<file path="src/rtl/program_memory_sync.sv">
// Synchronous-read instruction memory for the MIPS fetch stage with a
// word-serial load port for run-time program download.
module program_memory_sync #(
    parameter int                    MEMORY_DEPTH = 64,
    parameter int                    DATA_WIDTH   = 32,
    parameter int                    ADDR_WIDTH   = 32,
    parameter logic [ADDR_WIDTH-1:0] BASE_ADDRESS = 32'h0040_0000,
    parameter logic [DATA_WIDTH-1:0] NOP_WORD     = 32'h0000_0000
) (
    input  logic                  clk,
    input  logic                  reset,
    input  logic                  fetch_req,
    input  logic [ADDR_WIDTH-1:0] Address,
    output logic [DATA_WIDTH-1:0] Instruction,
    output logic                  instr_valid,
    output logic                  addr_error,
    input  logic                  load_start,
    input  logic                  load_valid,
    input  logic                  load_last,
    input  logic [DATA_WIDTH-1:0] load_data,
    output logic                  load_ready,
    output logic                  load_done,
    output logic                  busy
);

    localparam int PTR_W = (MEMORY_DEPTH > 1) ? $clog2(MEMORY_DEPTH) : 1;

    typedef enum logic [1:0] {S_RUN, S_LOAD, S_DONE} state_t;

    state_t                  state_q, state_d;
    logic [PTR_W-1:0]        wr_ptr_q, wr_ptr_d;
    logic [DATA_WIDTH-1:0]   instr_q, instr_d;
    logic                    instr_valid_q, instr_valid_d;
    logic                    addr_error_q, addr_error_d;

    logic [DATA_WIDTH-1:0]   rom [MEMORY_DEPTH];
    logic                    rom_we;
    logic [ADDR_WIDTH-1:0]   off;
    logic [ADDR_WIDTH-1:0]   idx;
    logic [PTR_W-1:0]        rd_idx;
    logic                    fetch_bad;

    // Address decode: offset wraps modulo 2^ADDR_WIDTH, so addresses below
    // the base land far out of range and are flagged like any other overrun.
    always_comb begin
        off       = Address - BASE_ADDRESS;
        idx       = off >> 2;
        rd_idx    = idx[PTR_W-1:0];
        fetch_bad = (Address[1:0] != 2'b00) || (idx >= ADDR_WIDTH'(MEMORY_DEPTH));
    end

    // Next-state, load write enable and fetch response.
    always_comb begin
        state_d       = state_q;
        wr_ptr_d      = wr_ptr_q;
        instr_d       = instr_q;
        instr_valid_d = 1'b0;
        addr_error_d  = addr_error_q;
        rom_we        = 1'b0;

        case (state_q)
            S_RUN: begin
                if (fetch_req) begin
                    instr_d       = fetch_bad ? NOP_WORD : rom[rd_idx];
                    addr_error_d  = fetch_bad;
                    instr_valid_d = 1'b1;
                end
                if (load_start) begin
                    state_d  = S_LOAD;
                    wr_ptr_d = '0;
                end
            end
            S_LOAD: begin
                if (load_valid) begin
                    rom_we   = 1'b1;
                    wr_ptr_d = wr_ptr_q + 1'b1;
                    // Last word either flagged by the loader or the array is full.
                    if (load_last || (wr_ptr_q == PTR_W'(MEMORY_DEPTH - 1)))
                        state_d = S_DONE;
                end
            end
            S_DONE: state_d = S_RUN;
            default: state_d = S_RUN;
        endcase

        // Fetches while loading are dropped; the requester retries later.
        if ((state_q != S_RUN) && fetch_req) begin
            instr_d      = NOP_WORD;
            addr_error_d = 1'b0;
        end
    end

    // Control and output registers, asynchronously reset.
    always_ff @(posedge clk or posedge reset) begin
        if (reset) begin
            state_q       <= S_RUN;
            wr_ptr_q      <= '0;
            instr_q       <= NOP_WORD;
            instr_valid_q <= 1'b0;
            addr_error_q  <= 1'b0;
        end else begin
            state_q       <= state_d;
            wr_ptr_q      <= wr_ptr_d;
            instr_q       <= instr_d;
            instr_valid_q <= instr_valid_d;
            addr_error_q  <= addr_error_d;
        end
    end

    // Program storage; deliberately not reset so contents survive a reset.
    always_ff @(posedge clk) begin
        if (rom_we)
            rom[wr_ptr_q] <= load_data;
    end

    assign Instruction = instr_q;
    assign instr_valid = instr_valid_q;
    assign addr_error  = addr_error_q;
    assign load_ready  = (state_q == S_LOAD);
    assign load_done   = (state_q == S_DONE);
    assign busy        = (state_q != S_RUN);

endmodule

</file>
<file path="config.mk">
export PLATFORM = sky130hd
export DESIGN_NAME = program_memory_sync
export DESIGN_NICKNAME = d
export VERILOG_FILES = /design/src/rtl/program_memory_sync.sv
export SDC_FILE = /design/constraint.sdc
export NUM_CORES = 2
export LEC_CHECK = 0
export BUFFER_PORTS_ARGS = -buffer_cell sky130_fd_sc_hd__buf_2
export CAP_MARGIN = 25
export CORE_ASPECT_RATIO = 0.75
export CORE_MARGIN = 1
export CORE_UTILIZATION = 53
export DETAILED_ROUTE_END_ITERATION = 7
export PLACE_DENSITY = 0.69
export SYNTH_ARGS = -nofsm -noshare
export SYNTH_HDL_FRONTEND = slang
export SYNTH_SLANG_ARGS = --single-unit
</file>
<file path="constraint.sdc">
create_clock -name clk -period 7.4 [get_ports clk]
set_input_delay 1.11 -clock clk [delete_from_list [all_inputs] [get_ports clk]]
set_output_delay 1.11 -clock clk [all_outputs]
set_load 0.01 [all_outputs]
</file>
* Word-level counts from Yosys, hierarchy flattened
Memory sizes are Yosys's and may differ from the RTL's. Index checks and enable logic that the tools add are counted.
Storage, ports and cells: RAM bits 2048, memories kept 1, register bits after elaboration 42, bits of input ports 70, output and inout port bits 37, logic and storage cells 47
Operators by class: mux-type cells 20, equality and inequality tests 6, reductions and logical operators 12, magnitude comparators 1, add/subtract/negate cells 2
Memory list:
- rom | depth 64, bits a word 32, read ports 1, clocked after Yosys merged registers in 0, write ports 1, line 36 | logic [DATA_WIDTH-1:0] rom [MEMORY_DEPTH];
Operators by type and width (number):
- 32-bit two-way mux | 4
- 32-bit by 23-bit subtractor with 32-bit output, second input constant | 1
- 30-bit by 7-bit >= comparator with 1-bit output, second input constant | 1
- 6-bit two-way mux | 2
- 6-bit one-hot mux with 2 select lines | 1
- 2-bit nonzero test | 5
- 1-bit two-way mux | 9
- 6-bit by 1-bit adder with 6-bit output, second input constant | 1
- 6-bit equality test, second input constant | 1
- 2-bit two-way mux | 3
- 3-bit AND reduction | 2
- 2-bit inequality test, second input constant | 2
- 2-bit one-hot mux with 2 select lines | 1
- 2-bit by 1-bit equality test with 1-bit output, second input constant | 1
- 2-bit equality test, second input constant | 1
- 2-bit logical NOT | 1
- 1-bit logical OR | 2
- 2-bit by 1-bit inequality test with 1-bit output, second input constant | 1
- 2-bit AND reduction | 1
- 1-bit logical AND | 1

* Depth between registers and ports, before layout
depth after elaboration 7, gate-level depth with buffers 10, gate-level depth less buffers 5

* Worst setup path after synthesis
Ideal clock, no wire load.
path type input-to-reg, start in load_valid, end mem rom[63][0], enable pin, stages 4, data arrival time 3.097 ns, required time 6.979 ns, setup time 0.421 ns, buffers on the path 1, setup slack 3.881 ns, cells stage by stage and4b_1 clkbuf_1 nand3_1 nor2_1
Between the ends: cells in the longest elaborated chain, start to end 4
RTL lines:
- start: declaration | line 18 | input logic load_valid,
- 1-bit two-way mux | line 74 | if (load_valid) begin
- 1-bit two-way mux | line 61 | case (state_q)
- 1-bit two-way mux | line 112 | if (rom_we)
- 1-bit two-way mux (not written as such) | line 113 | rom[wr_ptr_q] <= load_data;
- end: declaration | line 36
No other way between the ends.

* Final worst setup path
start in Address[2], end reg instr_q[11] (netlist: Instruction[11])
Between the ends: cells in the longest elaborated chain, start to end 7, elaborated cells on any way between the ends 8, classes of those cells add/sub (1); order compare (1); mux (4); reduce/logical (1); memory (1)
RTL lines:
- start: declaration | line 13 | input logic [ADDR_WIDTH-1:0] Address,
- 32-bit by 23-bit subtractor with 32-bit output (*) | line 46 | off = Address - BASE_ADDRESS;
- 30-bit by 7-bit >= comparator with 1-bit output | line 49 | fetch_bad = (Address[1:0] != 2'b00) || (idx >= ADDR_WIDTH'(MEMORY_DEPTH));
- 1-bit logical OR | line 49
- 32-bit two-way mux (*) | line 64 | instr_d = fetch_bad ? NOP_WORD : rom[rd_idx];
- 32-bit two-way mux (*) | line 63 | if (fetch_req) begin
- 32-bit two-way mux (*) | line 61
- 32-bit two-way mux (*) | line 87 | if ((state_q != S_RUN) && fetch_req) begin
- end signal: assignment | line 104 | instr_q <= instr_d;
- end: declaration | line 32 | logic [DATA_WIDTH-1:0] instr_q, instr_d;
Every way passes the cells marked *; elsewhere a longest branch is shown, timed or not. The select of a mux whose other input is x is not followed. A chain may end at the register's enable or synchronous reset.

==> metrics.txt <==
R2R Path Start=state_q[0]; Synthesis Warnings=0; Vias/cell=6.637; PwrDens=269.2 nW/µm²; Setup Crit Path Kind=primary input to flip-flop; Initial Util=53.76%; CTS sink cnt=between 2000 and 2500; Mapped Cells=3548; final hold violation count=0; synth cell count leaders=2048 x edfxtp_1, 499 x mux4_2, 119 x nor2_1, 115 x mux2i_1, 93 x nand2_1; Post-CTS Repair Setup Buffers=0; clock root buffer=clkbuf_16; Worst EP arrival=4.69 ns; global-route usage over all layers=27.31%; die width=450.2 µm; Final Slew Violations=0; First DRT Iteration DRCs=6162; Core ar.=148500 µm²; Crit Path Max Fanout=63; DRC=0; worst path required time=8.06 ns; layout cells sized above 1=28.36%; Final HPWL DP=roughly 110000 µm; final WL=207600 µm; Worst setup endpoint=Instruction[11]; EDFF count, synth=2048; ys flop type=edfxtp_1; clock-pin slew on the worst setup and hold paths=roughly 0.07 ns; row cnt=122; fillers=10115; GRT Residual Overflow=0; Worst path top cell family by delay=buffers and inverters; Worst Hold Class=primary input to asynchronous set/reset pin; CP max stage delay=approximately 0.94 ns; critical path endpoint category=flip-flop; async set-reset flop share out of synthesis=under 10%; worst clock skew=0.02688 ns; register area share after synthesis=between 70 and 80%; Synth area leaders=edfxtp_1 77%, mux4_2 14%, mux2i_1 1.4%; Area growth syn-to-layout=12.24%; critical path launch point type=primary input; period utilisation layout=54.47%; RD Place Congestion=~0.87; critical path depth=8; worst setup path start=Address[2]; IO Count=107; Worst-Skew Late Latency=0.83 ns; synth unique cells=64; worst slew pin tran=1.284 ns; Static Leakage=between 20 and 30 nW; ANT nets after route=0; cell depth of the worst flop-to-flop path=6; reg-to-reg setup timing slack=3.79 ns; initial antenna violation count=15; wire length of the first global-routing pass=291000 µm; Final min period=4.031 ns; drt first pass iters=6; FF+latch count, synth=2090; maxcap violations=0; number of setup violations in the final report=0; top cell type's share of synthesized area=77.02%; CTS resizes=0; die footprint=about 150000 µm²; FF-to-FF End=rom[11][25]; vias in the first global route=38248; FMAX=248.1 MHz; die height=338.1 µm; # H-tree levels=4; post-synth net total=3619; Nets=3856; largest net degree at the start of global routing=115; mapped cell area=about 80000 µm²; count leader, synth=edfxtp_1; slowest cell on the critical path=a211oi_1; TritonCTS clock tree=built; unrepaired setup endpoints after global routing=false; Vias=39369; status=complete, no violations; Post-Route Setup TNS=0 ns; Finished Core Util=60.34%; Total Power=0.02413 W; synthesized area per cell=approximately 23 µm²; Crit path buffers/inverters=3; Max VDD drop=258.0 µV; Wirelength per Cell=roughly 35 µm; worst-path cell chain=buf_8 > buf_4 > mux4_2 > mux2i_1 > a2111oi_1 > clkdlybuf4s18_2 > a211oi_1 > o2bb2ai_1; hold_buf cts=0; Synth area leader=edfxtp_1; number of CTS-inserted buffers=~180; IO buf count=approximately 110; clock tree buffer depth=3; worst slew margin relative to its limit=14.38%
[flip-flops by register name, summed over array words and instances (netlist names)]
register	cells
Instruction	32
addr_error	1
instr_valid	1
rom	2048
state_q	2
wr_ptr_q	6
[cells by family (layout without fill, tap and decap cells)]
| kind of cell | Yosys count | in the layout | share of synthesized area, % |
|---|---|---|---|
| AOI/OAI and AO/OA | 252 | 252 | 2.307 |
| buffers and inverters | 220 | 614 | 1.442 |
| xor gates and xnor gates | 2 | 2 | 0.02194 |
| and+or+nand+nor | 343 | 343 | 1.996 |
| other | 0 | 6 | 0 |
| DFF | 2090 | 2090 | 78.34 |
| muxes | 640 | 640 | 15.88 |
| adders and majority gates | 1 | 1 | 0.01567 |
[worst min path at each step]
stage                          from         endpoint  slack [ns]  depth (start not counted)
finish                        reset      instr_valid        0.50                          3
global route                  reset      instr_valid        0.52                          3
CTS                           reset      instr_valid        0.49                          3
detailed placement  Instruction[19]  Instruction[19]        0.47                          1
global placement    Instruction[19]  Instruction[19]        0.47                          1
floorplan                state_q[1]       state_q[1]        0.51                          1
[cell type report]
class | instances | area [µm²] | share of cell area, %
well taps | 1984 | 2482 | 2.770
clock inverters | 90 | 899.6 | 1.004
repair buffers | 248 | 1794 | 2.002
multi-input cells | 1238 | 16650 | 18.58
inverters | 23 | 88.84 | 0.09912
clock buffers | 253 | 5140 | 5.735
diodes | 6 | 15.01 | 0.01675
flip-flops and latches | 2090 | 62550 | 69.79
[placed cells by master, fill, tap and decap left out, drive strengths merged, types with 17 or more instances in the layout]
master	count
edfxtp	2048
mux4	499
clkbuf	254
buf	245
nor2	119
mux2i	115
nand2	93
o22ai	71
clkinv	66
a22oi	46
nand3	46
dfrtp	42
inv	30
mux2	26
nor2b	21
a21oi	17
[per-layer routing]
| metal | global-route usage [%] | vias up | wire length [µm] |
|---|---|---|---|
| met2 | 39.14 | 2566 | 92170 |
| met3 | 7.791 | 352 | 26000 |
| met5 | 0 | - | 88 |
| met1 | 40.49 | 20923 | 81660 |
| li1 | - | 15520 | - |
| met4 | 9.538 | 8 | 7665 |
[through the flow]
step / cell area (µm²) / hold WS (ns) / worst slack (ns) / std cells
final: 89620 / 0.4958 / 3.369 / 5932
after global routing: 89610 / 0.5195 / 3.295 / 5926
after CTS: 89550 / 0.4943 / 3.413 / 5922
after detailed placement: 83510 / 0.4748 / 2.563 / 5579
after global placement: 83430 / 0.4726 / 2.290 / 5575
after floorplan: 79850 / 0.5092 / 3.881 / 3548
[where the power goes]
part	switching [W]	internal [W]
registers	0.0000450	0.0131
logic	0.000861	0.000437
clock network	0.00424	0.00543
[tightest hold or removal path, delay by kind of cell]
kind                   cells  cell delay, ns
buffers and inverters      3            0.73
No activity file was read; power rests on OpenSTA's default activity.
